<file path="config.mk">
export PLATFORM = sky130hd
export DESIGN_NAME = sccb_target
export DESIGN_NICKNAME = d
export VERILOG_FILES = /design/src/rtl/sccb_pkg.sv /design/src/rtl/sccb_bus_sync.sv /design/src/rtl/sccb_target.sv
export SDC_FILE = /design/constraint.sdc
export NUM_CORES = 1
export LEC_CHECK = 0
export CAP_MARGIN = 20
export CORE_UTILIZATION = 40
export CTS_CLUSTER_DIAMETER = 100
export DETAILED_ROUTE_END_ITERATION = 6
export PLACE_DENSITY = 0.69
export SLEW_MARGIN = 20
export SYNTH_ARGS = -nofsm -noshare
export SYNTH_HDL_FRONTEND = slang
export SYNTH_HIERARCHICAL = 1
export SYNTH_SLANG_ARGS = --single-unit
</file>
<file path="constraint.sdc">
create_clock -name clk -period 2 [get_ports clk]
set_clock_uncertainty 0.05 [all_clocks]
set_input_delay 0.2 -clock clk [delete_from_list [all_inputs] [get_ports clk]]
set_output_delay 0.2 -clock clk [all_outputs]
set_load 0.03 [all_outputs]
</file>
<file path="src/rtl/sccb_pkg.sv">
// Shared SCCB definitions: responder state encoding, default device ID and
// bit-position constants used by both the responder and the SCCB master.
package sccb_pkg;

    typedef enum logic [3:0] {
        ST_IDLE      = 4'd0,
        ST_ID        = 4'd1,
        ST_ID_ACK    = 4'd2,
        ST_SUB       = 4'd3,
        ST_SUB_ACK   = 4'd4,
        ST_DATA      = 4'd5,
        ST_DATA_ACK  = 4'd6,
        ST_RD_BYTE   = 4'd7,
        ST_RD_NA     = 4'd8,
        ST_WAIT_STOP = 4'd9
    } sccb_state_e;

    localparam logic [7:0] SCCB_DEV_ID   = 8'h42;
    // Bit counter value while the last data bit is sampled / the ninth (ACK/NA) bit slot
    localparam logic [3:0] SCCB_LAST_BIT = 4'd7;
    localparam logic [3:0] SCCB_ACK_BIT  = 4'd8;

    function automatic logic [7:0] sccb_read_id(input logic [7:0] wr_id);
        return wr_id | 8'h01;
    endfunction

endpackage

</file>
<file path="src/rtl/sccb_bus_sync.sv">
// Synchronises sioc/siod into the clk domain and emits registered single-cycle
// start, stop and sioc rise/fall events plus the synchronised siod level.
module sccb_bus_sync (
    input  logic clk,
    input  logic rst,
    input  logic sioc_in,
    input  logic siod_in,
    output logic sioc_rise,
    output logic sioc_fall,
    output logic start_det,
    output logic stop_det,
    output logic siod_lvl
);

    // Stage [0],[1] form the synchronizer, [2] is the delayed copy for edge detect
    logic [2:0] sioc_sync_r;
    logic [2:0] siod_sync_r;

    // Shift both lines in and register the edge events; reset to the idle-high bus
    always_ff @(posedge clk) begin
        if (rst) begin
            sioc_sync_r <= 3'b111;
            siod_sync_r <= 3'b111;
            sioc_rise   <= 1'b0;
            sioc_fall   <= 1'b0;
            start_det   <= 1'b0;
            stop_det    <= 1'b0;
            siod_lvl    <= 1'b1;
        end else begin
            sioc_sync_r <= {sioc_sync_r[1:0], sioc_in};
            siod_sync_r <= {siod_sync_r[1:0], siod_in};
            sioc_rise   <= sioc_sync_r[1] & ~sioc_sync_r[2];
            sioc_fall   <= ~sioc_sync_r[1] & sioc_sync_r[2];
            start_det   <= sioc_sync_r[1] & ~siod_sync_r[1] & siod_sync_r[2];
            stop_det    <= sioc_sync_r[1] & siod_sync_r[1] & ~siod_sync_r[2];
            siod_lvl    <= siod_sync_r[1];
        end
    end

endmodule

</file>
<file path="src/rtl/sccb_target.sv">
// SCCB responder: decodes 3-phase writes and 2-phase reads, strobes register
// writes and serialises reads from an external register file onto open-drain siod.
module sccb_target
    import sccb_pkg::*;
#(
    parameter logic [7:0] DEV_ID  = SCCB_DEV_ID,
    parameter bit         ACK_EN  = 1'b1,
    parameter logic [7:0] SUB_RST = 8'h00
) (
    input  logic       clk,
    input  logic       rst,
    input  logic       sioc_in,
    input  logic       siod_in,
    output logic       siod_oe,
    output logic       wr_en,
    output logic [7:0] wr_addr,
    output logic [7:0] wr_data,
    output logic [7:0] rd_addr,
    input  logic [7:0] rd_data,
    output logic       busy,
    output logic       id_err
);

    sccb_state_e state_r, state_nxt_s;
    logic [3:0]  bit_cnt_r, bit_cnt_nxt_s, cnt_inc_s;
    logic [7:0]  shift_r, shift_nxt_s, byte_s;
    logic        ack_ph_r, ack_ph_nxt_s;
    logic        is_read_r, is_read_nxt_s;
    logic [7:0]  rd_addr_r, rd_addr_nxt_s;
    logic [7:0]  wr_addr_r, wr_addr_nxt_s;
    logic [7:0]  wr_data_r, wr_data_nxt_s;
    logic        wr_en_r, wr_en_nxt_s;
    logic        oe_r, oe_nxt_s;
    logic        busy_r, busy_nxt_s;
    logic        id_err_r, id_err_nxt_s;
    logic        rise_s, fall_s, start_s, stop_s, sda_s;

    sccb_bus_sync u_sync (
        .clk       (clk),
        .rst       (rst),
        .sioc_in   (sioc_in),
        .siod_in   (siod_in),
        .sioc_rise (rise_s),
        .sioc_fall (fall_s),
        .start_det (start_s),
        .stop_det  (stop_s),
        .siod_lvl  (sda_s)
    );

    assign cnt_inc_s = (bit_cnt_r == 4'd15) ? 4'd15 : bit_cnt_r + 4'd1;
    assign byte_s    = {shift_r[6:0], sda_s};

    // Next-state and next-output decode; START outranks STOP
    always_comb begin
        state_nxt_s   = state_r;
        bit_cnt_nxt_s = bit_cnt_r;
        shift_nxt_s   = shift_r;
        ack_ph_nxt_s  = ack_ph_r;
        is_read_nxt_s = is_read_r;
        rd_addr_nxt_s = rd_addr_r;
        wr_addr_nxt_s = wr_addr_r;
        wr_data_nxt_s = wr_data_r;
        wr_en_nxt_s   = 1'b0;
        oe_nxt_s      = oe_r;
        busy_nxt_s    = busy_r;
        id_err_nxt_s  = 1'b0;

        if (start_s) begin
            state_nxt_s   = ST_ID;
            bit_cnt_nxt_s = 4'd0;
            busy_nxt_s    = 1'b1;
            oe_nxt_s      = 1'b0;
            ack_ph_nxt_s  = 1'b0;
        end else if (stop_s) begin
            state_nxt_s  = ST_IDLE;
            busy_nxt_s   = 1'b0;
            oe_nxt_s     = 1'b0;
            ack_ph_nxt_s = 1'b0;
        end else begin
            case (state_r)
                ST_ID, ST_SUB, ST_DATA: begin
                    if (rise_s) begin
                        shift_nxt_s   = byte_s;
                        bit_cnt_nxt_s = cnt_inc_s;
                        if (bit_cnt_r == SCCB_LAST_BIT) begin
                            ack_ph_nxt_s = 1'b0;
                            if (state_r == ST_SUB) begin
                                rd_addr_nxt_s = byte_s;
                                state_nxt_s   = ST_SUB_ACK;
                            end else if (state_r == ST_DATA) begin
                                wr_addr_nxt_s = rd_addr_r;
                                wr_data_nxt_s = byte_s;
                                wr_en_nxt_s   = 1'b1;
                                state_nxt_s   = ST_DATA_ACK;
                            end else if (byte_s == DEV_ID) begin
                                is_read_nxt_s = 1'b0;
                                state_nxt_s   = ST_ID_ACK;
                            end else if (byte_s == sccb_read_id(DEV_ID)) begin
                                is_read_nxt_s = 1'b1;
                                state_nxt_s   = ST_ID_ACK;
                            end else begin
                                id_err_nxt_s = 1'b1;
                                state_nxt_s  = ST_WAIT_STOP;
                            end
                        end else begin
                            state_nxt_s = state_r;
                        end
                    end else begin
                        state_nxt_s = state_r;
                    end
                end
                // First fall opens the ACK window, second fall closes it
                ST_ID_ACK, ST_SUB_ACK, ST_DATA_ACK: begin
                    if (fall_s) begin
                        if (!ack_ph_r) begin
                            ack_ph_nxt_s = 1'b1;
                            oe_nxt_s     = ACK_EN;
                        end else begin
                            ack_ph_nxt_s  = 1'b0;
                            oe_nxt_s      = 1'b0;
                            bit_cnt_nxt_s = 4'd0;
                            if (state_r == ST_SUB_ACK) begin
                                state_nxt_s = ST_DATA;
                            end else if (state_r == ST_DATA_ACK) begin
                                state_nxt_s = ST_WAIT_STOP;
                            end else if (is_read_r) begin
                                state_nxt_s = ST_RD_BYTE;
                                shift_nxt_s = {rd_data[6:0], 1'b0};
                                oe_nxt_s    = ~rd_data[7];
                            end else begin
                                state_nxt_s = ST_SUB;
                            end
                        end
                    end else begin
                        state_nxt_s = state_r;
                    end
                end
                ST_RD_BYTE: begin
                    if (rise_s) begin
                        bit_cnt_nxt_s = cnt_inc_s;
                    end else if (fall_s) begin
                        if (bit_cnt_r == SCCB_ACK_BIT) begin
                            oe_nxt_s    = 1'b0;
                            state_nxt_s = ST_RD_NA;
                        end else begin
                            oe_nxt_s    = ~shift_r[7];
                            shift_nxt_s = {shift_r[6:0], 1'b0};
                        end
                    end else begin
                        state_nxt_s = state_r;
                    end
                end
                ST_RD_NA: begin
                    oe_nxt_s = 1'b0;
                    if (rise_s) begin
                        state_nxt_s = ST_WAIT_STOP;
                    end else begin
                        state_nxt_s = state_r;
                    end
                end
                ST_IDLE, ST_WAIT_STOP: begin
                    state_nxt_s = state_r;
                end
                default: begin
                    state_nxt_s = ST_IDLE;
                    busy_nxt_s  = 1'b0;
                    oe_nxt_s    = 1'b0;
                end
            endcase
        end
    end

    // FSM state register
    always_ff @(posedge clk) begin
        if (rst) begin
            state_r <= ST_IDLE;
        end else begin
            state_r <= state_nxt_s;
        end
    end

    // Datapath and output registers
    always_ff @(posedge clk) begin
        if (rst) begin
            bit_cnt_r <= 4'd0;
            shift_r   <= 8'h00;
            ack_ph_r  <= 1'b0;
            is_read_r <= 1'b0;
            rd_addr_r <= SUB_RST;
            wr_addr_r <= 8'h00;
            wr_data_r <= 8'h00;
            wr_en_r   <= 1'b0;
            oe_r      <= 1'b0;
            busy_r    <= 1'b0;
            id_err_r  <= 1'b0;
        end else begin
            bit_cnt_r <= bit_cnt_nxt_s;
            shift_r   <= shift_nxt_s;
            ack_ph_r  <= ack_ph_nxt_s;
            is_read_r <= is_read_nxt_s;
            rd_addr_r <= rd_addr_nxt_s;
            wr_addr_r <= wr_addr_nxt_s;
            wr_data_r <= wr_data_nxt_s;
            wr_en_r   <= wr_en_nxt_s;
            oe_r      <= oe_nxt_s;
            busy_r    <= busy_nxt_s;
            id_err_r  <= id_err_nxt_s;
        end
    end

    assign siod_oe = oe_r;
    assign wr_en   = wr_en_r;
    assign wr_addr = wr_addr_r;
    assign wr_data = wr_data_r;
    assign rd_addr = rd_addr_r;
    assign busy    = busy_r;
    assign id_err  = id_err_r;

endmodule

</file>
==> metrics.txt <==
RSZ-0062 raised after global routing false; io pins 40; Post-Route WL 5.39 mm; CTS Buffer Depth 2; CP required between 2000 and 2500 ps; CP Launch Type register; first-pass GRT wire length 8.84 mm; Worst-path clk slew 110 ps; number of synthesized flops with an enable pin 0; Post-DRT Antenna Nets 0; Slew Viols, Final 0; die height 81.9 um; R2R Setup Slk 130 ps; via/cell ratio 5.13; detailed-route via count 1961; setup tns final 0 ps; Gate Count Post-Synth 260; most frequent cells in the layout dfxtp_1 (52), nor2_1 (38), clkdlybuf4s50_1 (38); LEAKAGE 1.35 nW; hpwl dp ~3.9 mm; DP Worst Slack 93.5 ps; fmax 533 MHz; power density cells 604 nW/um2; maximum VDD drop around 0.00035 V; die width 81.9 um; NetSw 468 uW; CTS tree yes; Inst Count DP between 300 and 400; clock sink total 56; Hold Path Class in -> reg; CP arrival 2070 ps; Setup WS post-layout 126 ps; DRC viols 0; CP Capture Type register; worst slew pin tran 410 ps; commonest non-fill, non-tap cell in the layout dfxtp_1; syn_nets 274; Root Buffer clkbuf_8; Sequential Power Share 60.0%; std cell rows 28; met1 WL 2.71 mm; DRT iter0 DRCs 100; final RePlAce weighted congestion ~0.8; Main synth FF type dfxtp_1; Num CTS Buffers 5; largest net degree at the start of global routing 34; Net Sw Frac roughly a quarter; Slew Limit Headroom 72.6%; Top Layer Used met4; area taken by flip-flops and latches 1130 um2; Layout Cells excl Fill 382; area leader, netlist dfxtp_1; Synth cell types 54; met2 WL 2.42 mm; grt ovf 0; max-cap violations 0; final hold vios 0; Core Area between 6000 and 7000 um2; Setup CP Type reg -> reg; Async S/R FF share, synth 0%; Area contributors post-synth dfxtp_1 (44%), mux2i_1 (15%), nor2_1 (5.6%); Initial Utilization between 40% and 50%; Layout area overhead 24.0%; area of the multi-input gates 1290 um2; metal3 WL 185 um; Final #Nets 320; port bufs 39; Final setup viols 0; H-Tree Level Count 2; fillers 575; Post-CTS Hold Buffers 0; flops & latches, synth 56; CP max FO 10; WL per Instance 14.1 um; mapped cell area ~2600 um2; Total GRT Usage 17.1%; layout cells sized above 1 14.7%; Int Pwr ~1.4 mW; min Tclk post-route 1870 ps; initial antenna violation count 0; status complete, no violations; fin crit share 93.7%; syn avg cell area 9.82 um2; sequential area share after synthesis between 40% and 50%; Yosys top cell area share between 40 and 50%; Worst-Skew Late Latency ~320 ps; ant diodes 0; DRT Pass-1 Iters 4; Ys Warns 6; vias in the first global route 1895; clock power share 34.4%; Die Footprint 6700 um2; Comb pwr share under 10%
-- power by group through the flow --
stage | clock [mW] | sequential (mW) | combinational (mW)
floorplan | 0 | 1.17 | 0.0605
global placement | 0 | 1.17 | 0.106
detailed placement | 0 | 1.17 | 0.106
CTS | 0.677 | 1.15 | 0.106
global route | 0.714 | 1.15 | 0.116
finish | 0.658 | 1.15 | 0.106
-- cell type report --
type	count	share of cell area [%]
Sequential cell	56	35.6
Timing Repair Buffer	55	16.8
Tap cell	75	2.97
Inverter	8	0.949
Clock buffer	5	2.17
Multi-Input combinational cell	180	40.7
Clock inverter	3	0.870
-- cells by family after synthesis --
group           after synthesis  share of synthesized area, %
mux                          38                          15.0
buf+inv                      24                          5.74
simple gates                 96                          21.7
flops                        56                          43.9
fa+ha+maj                     2                         0.980
compound gates               44                          12.7
-- synthesized netlist by cell type, types with 3 or more instances --
library cell,n
nor2_1,38
or2_2,3
and3b_1,3
a211oi_2,3
nor3b_1,3
o21ai_0,4
nor4_1,3
nand3_1,4
a21oi_1,13
or2_1,5
or3_1,3
buf_6,7
nand2b_1,5
clkbuf_1,5
buf_2,3
a211oi_1,6
nor3_1,4
inv_1,8
dfxtp_1,56
mux2i_1,37
nand2_1,8
-- stage by stage --
step                hold WS (ps)  area, um2  utilization (%)  total power, mW
floorplan                    223       2550                -             1.23
global placement             341       3060             50.8             1.28
detailed placement           346       3060             50.8             1.28
CTS                          205       3160             52.4             1.93
global route                 247       3160             52.5             1.98
finish                       214       3160             52.5             1.91
-- critical path, cell delays in order, from the launching register on --
cell and delay (ps):
dfxtp_1 510, and2b_2 300, nor4_1 280, a211o_1 180, mux2_1 330, a21oi_1 140
-- state kept, by name (all words and copies together) (netlist names), 2 cells and up --
register,flops
shift_r,8
wr_addr,8
wr_data,8
u_sync/sioc_sync_r,3
bit_cnt_r,4
u_sync/siod_sync_r,2
state_r,4
rd_addr,8
-- path summary, 6_finish.rpt --
| kind | start | endpoint | depth (start not counted) |
|---|---|---|---|
| worst min-delay path | rst | busy$_SDFFE_PP0P_ | 2 |
| worst max register to register | state_r[3]$_SDFFE_PP0P_ | state_r[0]$_SDFFE_PP0P_ | 5 |
| worst max-delay path | state_r[3]$_SDFFE_PP0P_ | state_r[0]$_SDFFE_PP0P_ | 5 |
| worst min register to register | u_sync/sioc_sync_r[0]$_SDFF_PP1_ | u_sync/sioc_sync_r[1]$_SDFF_PP1_ | 1 |
-- what timing repair did --
item	in CTS	in global routing
gates resized for setup	0	6
setup buffers	0	0
setup endpoints to repair	0	25
-- metal layers --
| layer | up-vias | track usage [%] |
|---|---|---|
| met3 | 8 | 3.67 |
| met5 | - | 0 |
| li1 | 1006 | - |
| met4 | 0 | 6.14 |
| met2 | 35 | 26.0 |
| met1 | 912 | 23.7 |
(Power assumes the default switching activity.)
